[config.mk]
export PLATFORM = sky130hd
export DESIGN_NAME = z80_mcycle_seq
export DESIGN_NICKNAME = d
export VERILOG_FILES = /design/src/rtl/z80_pkg.sv /design/src/rtl/z80_mcycle_seq.sv
export SDC_FILE = /design/constraint.sdc
export NUM_CORES = 1
export LEC_CHECK = 0
export ABC_CLOCK_PERIOD_IN_PS = 1700
export BUFFER_PORTS_ARGS = -buffer_cell sky130_fd_sc_hd__buf_2
export CORE_UTILIZATION = 43
export DETAILED_ROUTE_END_ITERATION = 8
export HOLD_SLACK_MARGIN = 0.15
export PLACE_DENSITY_LB_ADDON = 0.1
export SLEW_MARGIN = 20
export SYNTH_ARGS = -nofsm -noshare
export SYNTH_HDL_FRONTEND = slang
export SYNTH_SLANG_ARGS = --single-unit
[constraint.sdc]
create_clock -name clk -period 1.7 [get_ports clk]
set_input_delay 0.255 -clock clk [delete_from_list [all_inputs] [get_ports clk]]
set_output_delay 0.255 -clock clk [all_outputs]
set_load 0.05 [all_outputs]
[src/rtl/z80_pkg.sv]
// Shared types for the Z80 bus machine-cycle sequencer: cycle kinds,
// T-state encoding and the idle (all-high) strobe bundle.
package z80_pkg;

  typedef enum logic [2:0] {
    CYC_OCF = 3'd0,
    CYC_MR  = 3'd1,
    CYC_MW  = 3'd2,
    CYC_PR  = 3'd3,
    CYC_PW  = 3'd4
  } cycle_t;

  typedef enum logic [2:0] {
    TS_IDLE = 3'd0,
    TS_T1   = 3'd1,
    TS_T2   = 3'd2,
    TS_TW   = 3'd3,
    TS_T3   = 3'd4,
    TS_T4   = 3'd5,
    TS_BGNT = 3'd6
  } tstate_t;

  typedef struct packed {
    logic m1_l;
    logic mreq_l;
    logic iorq_l;
    logic rd_l;
    logic wr_l;
    logic rfsh_l;
    logic busack_l;
  } strobes_t;

  localparam strobes_t STROBES_INACTIVE = '1;

  function automatic logic is_io(input cycle_t c);
    return (c == CYC_PR) || (c == CYC_PW);
  endfunction

endpackage

[src/rtl/z80_mcycle_seq.sv]
// Machine-cycle sequencer: steps T-states for one bus cycle at a time,
// drives the active-low bus strobes and hands the bus away on BUSREQ_L.
module z80_mcycle_seq
  import z80_pkg::*;
(
  input  logic        clk,
  input  logic        rst_L,
  input  logic        start,
  output logic        ready,
  input  logic [2:0]  cyc_type,
  input  logic [15:0] addr_in,
  input  logic [7:0]  wdata_in,
  input  logic [15:0] rfsh_addr,
  output logic        done,
  output logic [7:0]  rdata,
  output logic        rfsh_inc,
  input  logic [7:0]  data_in,
  output logic [15:0] addr_out,
  output logic [7:0]  data_out,
  output logic        data_oe,
  output logic        bus_oe,
  input  logic        WAIT_L,
  input  logic        BUSREQ_L,
  output logic        M1_L,
  output logic        MREQ_L,
  output logic        IORQ_L,
  output logic        RD_L,
  output logic        WR_L,
  output logic        RFSH_L,
  output logic        BUSACK_L,
  output logic [2:0]  dbg_state
);

  // Handshake: a cycle is accepted on a rising edge where start & ready and
  // BUSREQ_L is high; ready is high in IDLE and in the final T-state.
  tstate_t     state, state_nxt, end_nxt;
  cycle_t      cyc_q;
  logic [15:0] addr_q;
  logic [7:0]  wdata_q;
  logic        final_st;
  logic        capture;
  strobes_t    stb;

  assign final_st = (state == TS_T4) || ((state == TS_T3) && (cyc_q != CYC_OCF));
  assign dbg_state = state;

  always_ff @(posedge clk or negedge rst_L) begin
    if (!rst_L) state <= TS_IDLE;
    else        state <= state_nxt;
  end

  always_comb begin
    end_nxt = TS_IDLE;
    if (!BUSREQ_L)  end_nxt = TS_BGNT;
    else if (start) end_nxt = TS_T1;

    state_nxt = state;
    case (state)
      TS_IDLE: begin
        if (!BUSREQ_L)  state_nxt = TS_BGNT;
        else if (start) state_nxt = TS_T1;
      end
      TS_T1:   state_nxt = TS_T2;
      TS_T2:   state_nxt = (is_io(cyc_q) || !WAIT_L) ? TS_TW : TS_T3;
      TS_TW:   state_nxt = WAIT_L ? TS_T3 : TS_TW;
      TS_T3:   state_nxt = (cyc_q == CYC_OCF) ? TS_T4 : end_nxt;
      TS_T4:   state_nxt = end_nxt;
      TS_BGNT: if (BUSREQ_L) state_nxt = TS_IDLE;
      default: state_nxt = TS_IDLE;
    endcase
  end

  // Opcode fetches latch data before refresh; reads latch at the end of T3.
  assign capture = ((cyc_q == CYC_OCF) && ((state == TS_T2) || (state == TS_TW))
                    && (state_nxt == TS_T3))
                 || (((cyc_q == CYC_MR) || (cyc_q == CYC_PR)) && (state == TS_T3));

  always_ff @(posedge clk or negedge rst_L) begin
    if (!rst_L) begin
      cyc_q   <= CYC_OCF;
      addr_q  <= '0;
      wdata_q <= '0;
      rdata   <= '0;
    end else begin
      if (state_nxt == TS_T1) begin
        cyc_q   <= cycle_t'(cyc_type);
        addr_q  <= addr_in;
        wdata_q <= wdata_in;
      end
      if (capture) rdata <= data_in;
    end
  end

  always_comb begin
    stb      = STROBES_INACTIVE;
    data_oe  = 1'b0;
    bus_oe   = 1'b1;
    addr_out = addr_q;
    ready    = final_st;
    done     = final_st;
    rfsh_inc = (state == TS_T4);
    case (state)
      TS_IDLE: ready = 1'b1;
      TS_T1, TS_T2, TS_TW, TS_T3, TS_T4: begin
        case (cyc_q)
          CYC_OCF: begin
            if (state == TS_T3 || state == TS_T4) begin
              stb.rfsh_l = 1'b0;
              addr_out   = rfsh_addr;
              if (state == TS_T3) stb.mreq_l = 1'b0;
            end else begin
              stb.m1_l   = 1'b0;
              stb.mreq_l = 1'b0;
              stb.rd_l   = 1'b0;
            end
          end
          CYC_MR: begin
            stb.mreq_l = 1'b0;
            stb.rd_l   = 1'b0;
          end
          CYC_MW: begin
            stb.mreq_l = 1'b0;
            data_oe    = 1'b1;
            if (state != TS_T1) stb.wr_l = 1'b0;
          end
          CYC_PR: begin
            if (state != TS_T1) begin
              stb.iorq_l = 1'b0;
              stb.rd_l   = 1'b0;
            end
          end
          CYC_PW: begin
            data_oe = 1'b1;
            if (state != TS_T1) begin
              stb.iorq_l = 1'b0;
              stb.wr_l   = 1'b0;
            end
          end
          default: ;
        endcase
      end
      TS_BGNT: begin
        stb.busack_l = 1'b0;
        bus_oe       = 1'b0;
      end
      default: ;
    endcase
  end

  assign data_out = wdata_q;
  assign M1_L     = stb.m1_l;
  assign MREQ_L   = stb.mreq_l;
  assign IORQ_L   = stb.iorq_l;
  assign RD_L     = stb.rd_l;
  assign WR_L     = stb.wr_l;
  assign RFSH_L   = stb.rfsh_l;
  assign BUSACK_L = stb.busack_l;

endmodule

# Yosys cells after proc, flatten, opt, wreduce, memory -nomap -nowiden
# Cells that the tools add are included.
# totals
register_bits	38
out_inout_bits	47
wordCells	65
# classes
n_eq_ne	13
n_mux	29
n_reduce_logical	18
# ops
cell	count
$mux W16	3
$mux W3	7
$pmux W3 S7	1
$eq A3 B3 Y1 const B	5
$mux W1	13
$eq A3 B2 Y1 const B	4
$eq A3 B1 Y1 const B	3
$logic_or A1 B1 Y1	7
$logic_not A3 Y1	2
$mux W6	1
$reduce_or A5 Y1	1
$logic_and A1 B1 Y1	4
$pmux W1 S2	2
$reduce_or A2 Y1	2
$ne A3 B1 Y1 const B	1
$pmux W1 S3	1
$reduce_bool A3 Y1	1
$mux W2	1
$logic_not A1 Y1	1

# Depth between registers and ports, before layout
# Gate-level depths: netlist of the first run.
# depth
depth_word	8
ltp_mapped	6
mapped_depth_nobuf	4

# Least setup slack after synthesis of the first run
# No wires, ideal clock.
# synth_timing
path_type	reg2out
from	register state[1] (netlist: dbg_state[1])
to	output WR_L
arrival_ns	4.202
required_time_ns	1.445
slack_ns	-2.757
stages_incl_launch_ff	5
n_path_buf	1
path_cell_list	dfrtp_1 > buf_2 > nor3_1 > a2111oi_1 > o21ai_0
# synth_via
elab_chain_len	4
elab_cells_between_ends	10
classes_between	6 x eq/ne; 3 x mux; 1 x reduce/logical
# synth_rtl
item	line	rtl
from (decl)	z80_mcycle_seq.sv:36	tstate_t state, state_nxt, end_nxt;
from (signal assigned)	z80_mcycle_seq.sv:49	else state <= state_nxt;
$ne A3 B1 Y1	z80_mcycle_seq.sv:124, z80_mcycle_seq.sv:134	
$mux W1	z80_mcycle_seq.sv:124, z80_mcycle_seq.sv:134	
$mux W1	-	
$mux W6 *	z80_mcycle_seq.sv:102	case (state)
to (decl)	z80_mcycle_seq.sv:28	output logic WR_L,
# Every way passes the cells marked *; elsewhere a longest branch is shown, timed or not.

# Worst setup path after layout of the first run
# layout_timing
from	register cyc_q[0]
to	output M1_L
# layout_via
elab_chain_len	3
# layout_rtl
item	line	rtl
from (decl)	z80_mcycle_seq.sv:37	cycle_t cyc_q;
from (signal assigned)	z80_mcycle_seq.sv:86	cyc_q <= cycle_t'(cyc_type);
$logic_not A3 Y1	z80_mcycle_seq.sv:105	case (cyc_q)
$mux W1	z80_mcycle_seq.sv:105	
$mux W6	z80_mcycle_seq.sv:102	
to (decl)	z80_mcycle_seq.sv:24	output logic M1_L,
# No other way between the ends.

==> results of run 1 <==
## metal layers
layer	GRT usage, %	up-vias	routed length [um]
met5	0	-	0
met4	7.966	0	93
met3	5.087	11	340
met2	45.05	76	3551
met1	31.31	1045	2880
li1	-	995	-
## sequential cells by signal, indices dropped and copies added, names as in the netlist
| register | cells |
|---|---|
| dbg_state | 3 |
| cyc_q | 3 |
| data_out | 8 |
| rdata | 8 |
| addr_q | 16 |
## per-stage QoR
stage / instance area, sq um / instances / TNS, ns
2_1_floorplan: 2469 / 184 / -10.70
3_3_place_gp: 3262 / 379 / -1.152
3_5_place_dp: 3262 / 379 / -1.624
4_1_cts: 3940 / 406 / -8.014
5_1_grt: 4016 / 408 / -12.88
6_report: 4016 / 408 / -9.506
## worst max-delay path by stage
stage / startpoint / end / slack (ns) / cells past startpoint
after detailed placement: dbg_state[1] / rdata[6] / -0.11 / 5
after CTS: cyc_q[0] / M1_L / -0.31 / 4
final: cyc_q[0] / M1_L / -0.31 / 4
after global routing: cyc_q[1] / WR_L / -0.37 / 6
after floorplan: dbg_state[1] / WR_L / -0.47 / 4
after global placement: dbg_state[1] / rdata[4] / -0.10 / 5
## cells by family (layout without fill, tap and decap cells)
kind of cell / after synthesis / after routing
AND/OR/NAND/NOR: 41 / 41
flip-flops: 38 / 38
multiplexers: 43 / 43
buffers and inverters: 16 / 170
AO/OA/AOI/OAI: 45 / 45
XOR/XNOR: 1 / 1
## worst max-delay path, delay by kind of cell (launching register included)
| family | cells | cell delay, ns |
|---|---|---|
| AND/OR/NAND/NOR | 2 | 0.74 |
| flip-flops | 1 | 0.42 |
| buffers and inverters | 2 | 0.30 |
## timing repair
action,in CTS,in global routing
buffers inserted,25,7
setup endpoints to repair,58,64
gates resized for setup,99,25
cloned,3,0
pin swaps,19,23
hold buffers,1,0
endpoints found under the hold margin,19,0
## cell type report
class | count | share of cell area (%)
Multi-Input combinational cell | 130 | 39.47
Timing Repair Buffer | 158 | 31.65
Sequential cell | 38 | 23.86
Tap cell | 70 | 2.181
Clock buffer | 6 | 2.056
Inverter | 4 | 0.4673
Clock inverter | 2 | 0.3115
## synthesized netlist by cell type (3+ instances only)
master / instances
sky130_fd_sc_hd__nand2b_1: 3
sky130_fd_sc_hd__o211ai_2: 9
sky130_fd_sc_hd__inv_1: 4
sky130_fd_sc_hd__dfrtp_1: 38
sky130_fd_sc_hd__and2_1: 3
sky130_fd_sc_hd__buf_4: 3
sky130_fd_sc_hd__mux2_2: 23
sky130_fd_sc_hd__or3_1: 3
sky130_fd_sc_hd__o2111ai_1: 8
sky130_fd_sc_hd__a21oi_1: 5
sky130_fd_sc_hd__a22oi_1: 10
sky130_fd_sc_hd__o21ai_0: 5
sky130_fd_sc_hd__nor2b_1: 4
sky130_fd_sc_hd__nor2_1: 3
sky130_fd_sc_hd__buf_2: 3
sky130_fd_sc_hd__nor3_1: 3
sky130_fd_sc_hd__nand2_1: 14
sky130_fd_sc_hd__mux2_4: 20
## power by group through the flow
stage	sequential, W	combinational [W]	clock [W]
detailed placement	0.00168	0.00577	0
global placement	0.00168	0.00570	0
global route	0.00177	0.00768	0.000714
finish	0.00171	0.00732	0.000657
CTS	0.00170	0.00702	0.000673
floorplan	0.00232	0.00380	0
==> results.md, run 1 <==
- Most common cell after layout, fill and taps aside: sky130_fd_sc_hd__buf_2
- Critical path peak fanout: 4
- Worst rel slew slack: about two thirds
- RSZ-0062 raised after global routing: yes
- Seq. cell area: between 900 and 1000 sq um
- Area fraction in compound gates after synthesis: 16.54%
- Hold violation count in the final report: 0
- Ratio of final minimum period to clock period: 118.1%
- Synth cell types: 36
- Primary flip-flop cell chosen by synthesis mapping: sky130_fd_sc_hd__dfrtp_1
- Worst Path Required: about 1.4 ns
- Post-layout util: approximately four fifths
- Yosys warns: 0
- Largest voltage drop on the vdd net: 1.422 mV
- Initial standard-cell utilization of the core: ~45%
- CTS tree: built
- Critical path start-end classification: flop to primary output
- End of the worst register-to-register path: addr_q[1]
- Min-Delay Startpoint: addr_in[4]
- Number of placement rows: 26
- Proportion of register bits with asynchronous set or reset after synthesis: 100.0%
- Worst R2R Setup Slack: -0.17 ns
- Clock slew at the register clock pins of the worst setup and hold paths: approximately 0.080 ns
- Internal power contribution: a little under 0.005 W
- Vias per cell: between 5 and 6
- Path class of the lowest-slack min-delay path: input port to flop
- GRT Total Usage: between 20% and 30%
- Comb pwr share: between 70% and 80%
- Net switching fraction of the power: roughly 49%
- Arrival time reported for the critical path endpoint: about 1.8 ns
- Post-DRT Antenna Nets: 0
- Violation count after the first detailed-route iteration: 60
- Commonest cells after routing, fill and taps aside: 76 x sky130_fd_sc_hd__buf_2, 43 x sky130_fd_sc_hd__mux2_4, 40 x sky130_fd_sc_hd__buf_6
- Setup slack of the critical path after layout: -0.3077 ns
- Number of cells on the worst hold path: 2
- Depth of the most critical reg-to-reg path: 7
- Count of buffers from port buffering: ~100
- CP startpoint kind: flop
- Portion of netlist area occupied by mux cells: between 20% and 30%
- Total core area: slightly above 5000 sq um
- Number of fill cells in the layout: 307
- Reg-to-reg critical path startpoint: dbg_state[1]
- H-tree level count: 2
- Diodes inserted: 0
- Leak pwr: 1.962 nW
- DRT Wirelength: 6865 um
- Number of synthesized register bits: 38
- CP max stage delay: roughly 0.42 ns
- Die X: ~75 um
- Post-synthesis cell type with the largest combined area: sky130_fd_sc_hd__dfrtp_1
- Category of the worst setup path capture point: primary output
- Area overhead of the layout relative to synthesis: 75.79%
- Die area: between 5000 and 6000 sq um
- Detailed-routing iteration count for the pre-antenna-repair pass: 4
- Result of the run: finished with violations
- Setup Skew: slightly above 0.01 ns
- Crit path time final: 2.008 ns
- Arithmetic-cell share of the synthesized area counting full adders, half adders and majority gates: 0%
- Endpoint with the worst hold slack: addr_q[4]
- Worst setup slack before clock tree synthesis: -0.1147 ns
- Share of the synthesized netlist area taken by xor and xnor gates: less than 1%
- Ordered cell list for the critical path: buf_6 -> or3_4 -> or3_4 -> buf_8
- Die height: between 70 and 80 um
- Number of global-route vias before repair: approximately 2,200
- Mean post-synth cell area: around 12 sq um
- Cell occurring most often along the worst timing path: sky130_fd_sc_hd__or3_4
- First-pass GRT wire length: between 10,000 and 15,000 um
- Number of sinks driven by the clock tree: 38
- Worst skew pair latency: around 0.29 ns
- Post-synthesis cell area: about 2300 sq um
- Final weighted congestion of routability-driven global placement: 0.8575
- Final setup violation count: 61
- Simple-gate portion of the synthesized area: 11.61%
- Total I/O pin count: slightly above 100
- Post-synth EDFFs: 0
- Largest net degree at the start of global routing: 21
- Buffer levels on the longest clock path: 2
- Proportion of netlist area held by the largest area contributor: about two fifths
- Net total in the final layout: 393
- Maximum clock rate: about 500 MHz
- Gate Count Post-Synth: roughly 180
- Power after layout: ~0.0097 W
- Final count of pins violating max slew: 0
- Worst-case hold slack: between 0.15 and 0.2 ns
- Share of final-layout standard cells stronger than drive strength 1: between 80 and 90%
- Antenna violations before repair: 0
- Worst path slowest cell: sky130_fd_sc_hd__dfrtp_1
- Clk root buf: sky130_fd_sc_hd__clkbuf_8
- Sequential area share after synthesis: a little over two fifths
- Drt wl/cell: about 17 um
- Total of max-cap violations: 0
- Area occupied by multi-input gates: roughly 1600 sq um
- Routed vias: ~2,100
- Net switching power: between 0.004 and 0.005 W
- Residual overflow from global routing: 0
- HPWL after detailed placement: ~4200 um
- Top post-synthesis cells by area: sky130_fd_sc_hd__dfrtp_1 42%, sky130_fd_sc_hd__mux2_4 13%, sky130_fd_sc_hd__mux2_2 11%
- Main combinational cell family by area after synthesis: multiplexers
- Slew of the pin with the lowest slew margin: 0.4931 ns
- Share of power burned in registers: 17.6%
- Power density normalized to cell area: around 2400 nW/um^2
- Total clock buffers created by CTS: 5
- Syn_nets: between 200 and 250
- Number of remaining DRC errors: 0
- Relative contribution of the clock network to total power: slightly below 7%
- Violations in the final reports: negative setup slack
Power figures use the tool's default switching activity.
==> run 2, diff against run 1 <==
ABC_CLOCK_PERIOD_IN_PS = 2040   (was 1700)
CORE_UTILIZATION = 45   (was 43)
clock period = 2.04 ns   (was 1.7 ns; I/O delays follow)
==> results.md, run 2 (synthesized netlist as in run 1, its figures left out) <==
- Post-DRT Antenna Nets: 0 (unchanged)
- Reg-to-reg critical path startpoint: cyc_q[2]
- Number of sinks driven by the clock tree: 38 (unchanged)
- Count of buffers from port buffering: 102 (unchanged)
- Detailed-routing iteration count for the pre-antenna-repair pass: 4 (unchanged)
- Setup Skew: 0.001960 ns (-0.008242 ns)
- Final weighted congestion of routability-driven global placement: 0.7957 (-7.2%)
- Setup slack of the critical path after layout: 0.002772 ns (+0.3105 ns)
- CP max stage delay: 0.40 ns (-0.02 ns)
- Most common cell after layout, fill and taps aside: sky130_fd_sc_hd__buf_2
- Routed vias: 1,921 (-9.7%)
- Ordered cell list for the critical path: buf_6 -> or3_4 -> or3_4 -> buf_6
- Worst Path Required: 1.73 ns (+0.29 ns)
- Critical path start-end classification: flop to primary output
- Critical path peak fanout: 10 (+6)
- Final count of pins violating max slew: 0 (unchanged)
- Total of max-cap violations: 0 (unchanged)
- Total clock buffers created by CTS: 5 (unchanged)
- Drt wl/cell: 14.57 um (-13%)
- Initial standard-cell utilization of the core: 47.43% (+2.7 points)
- Start point of the critical path: cyc_q[0]
- Clk root buf: sky130_fd_sc_hd__clkbuf_8
- Top register by number of flip-flops: addr_q
- Result of the run: finished, final reports clean
- Min-Delay Startpoint: BUSREQ_L
- Die height: 73.26 um (-2.2%)
- Buffer levels on the longest clock path: 2 (unchanged)
- DRT Wirelength: 5434 um (-21%)
- RSZ-0062 raised after global routing: yes
- Category of the worst setup path capture point: primary output
- Slew of the pin with the lowest slew margin: 0.4880 ns (-0.005115 ns)
- Path class of the lowest-slack min-delay path: input port to flop
- Total core area: 4817 sq um (-5.7%)
- H-tree level count: 2 (unchanged)
- Die X: 73.26 um (-2.2%)
- Maximum clock rate: 490.9 MHz
- Worst setup slack before clock tree synthesis: 0.2413 ns (+0.3560 ns)
- GRT Total Usage: 21.07% (-4.4 points)
- Violation count after the first detailed-route iteration: 99 (+65%)
- End of the worst register-to-register path: addr_q[7]
- First-pass GRT wire length: 8549 um (-19%)
- Net total in the final layout: 361 (-8.1%)
- Number of remaining DRC errors: 0 (unchanged)
- Diodes inserted: 0 (unchanged)
- CP Capture Point: M1_L
- Arrival time reported for the critical path endpoint: 1.73 ns (-0.02 ns)
- Vias per cell: 5.150 (-1.2%)
- Largest delay contributor family on the critical path: simple AND/OR/NAND/NOR gates
- Number of global-route vias before repair: 1,807 (-16%)
- Ratio of final minimum period to clock period: between 90% and 100%
- Largest net degree at the start of global routing: 39 (+86%)
- Worst R2R Setup Slack: 0.15 ns (+0.32 ns)
- Depth of the most critical reg-to-reg path: 7 (unchanged)
- Commonest cells after routing, fill and taps aside: 94 x sky130_fd_sc_hd__buf_2, 35 x sky130_fd_sc_hd__dfrtp_1, 29 x sky130_fd_sc_hd__mux2_4
- Share of final-layout standard cells stronger than drive strength 1: 68.30% (-12 points)
- Finished Cell Area: 3223 sq um (-20%)
- Die area: 5366 sq um (-4.3%)
- Total I/O pin count: 103 (unchanged)
- Residual overflow from global routing: 0 (unchanged)
- HPWL after detailed placement: 3761 um (-10%)
- Worst rel slew slack: 67.47% (+0.34 points)
- Antenna violations before repair: 0 (unchanged)
- Final setup violation count: 0 (-100%)
- Worst skew pair latency: 0.29 ns (about the same)
- Area overhead of the layout relative to synthesis: 41.07%
- Buffering stage count on the worst path with inverters included: 2 (unchanged)
- Post-layout util: 66.91% (-12 points)
- Crit path time final: approximately 2.0 ns
- CP startpoint kind: flop
- Clock slew at the register clock pins of the worst setup and hold paths: 0.08 ns (about the same)
- Number of gates on the worst path with buffers counted: 4 (unchanged)
- Number of placement rows: 25 (-3.8%)
- Placement Cell Area: 2987 sq um (-8.4%)
- CTS tree: built
- Hold violation count in the final report: 0 (unchanged)
- Worst path slowest cell: sky130_fd_sc_hd__dfrtp_1
- Worst-case hold slack: 0.2400 ns (+0.05103 ns)
- Max reg flops: 16 (unchanged)
[run 2: what timing repair did]
item / in CTS / in global routing
gates cloned: 0 / 0
pin swaps: 1 / 2
endpoints found under the setup margin: 22 / 23
setup buffers: 3 / 6
endpoints found under the hold margin: 38 / 0
resized for setup: 7 / 17
hold buffers: 1 / 0
[run 2: worst min-delay path by stage]
| stage | end | slack (ns) | cells after the start |
|---|---|---|---|
| 6_report | dbg_state[2] | 0.24 | 2 |
| 5_1_grt | addr_q[1] | 0.23 | 2 |
| 4_1_cts | dbg_state[2] | 0.23 | 2 |
| 3_5_place_dp | rdata[5] | 0.39 | 2 |
| 3_3_place_gp | data_out[1] | 0.40 | 2 |
| 2_1_floorplan | addr_q[0] | 0.01 | 0 |
[run 2: per-stage QoR]
stage	TNS (ns)	instances
6_report	0	373
5_1_grt	-0.3005	373
2_1_floorplan	-0.3006	184
4_1_cts	-0.08515	367
3_3_place_gp	0	355
3_5_place_dp	0	355
[run 2: cell type report]
class	count	area, sq um
clock inverter	2	12.51
multi-input combinational	130	1321
timing repair buffer	126	753.2
tap	67	83.83
fill	383	1594
clock buffer	6	82.58
inverter	4	15.01
sequential	38	954.7
[run 2: per-layer routing]
metal	wire, um	GRT usage, %	vias to the layer above
met5	0	0	-
met4	31	6.100	0
met3	369	6.173	4
met2	2589	34.05	80
met1	2444	27.39	911
li1	-	-	926
[run 2: worst reg2reg max path, stage by stage, from the launching register on]
cell	delay, ns
sky130_fd_sc_hd__dfrtp_1	0.42
sky130_fd_sc_hd__buf_6	0.15
sky130_fd_sc_hd__buf_4	0.14
sky130_fd_sc_hd__nor4b_4	0.24
sky130_fd_sc_hd__nand2_2	0.12
sky130_fd_sc_hd__nand4_4	0.13
sky130_fd_sc_hd__buf_12	0.22
sky130_fd_sc_hd__mux2_2	0.36
Power of run 2 is left out: the tool's default activity adds up to more than one toggle a clock period on the data nets, which glitch-free logic cannot reach.
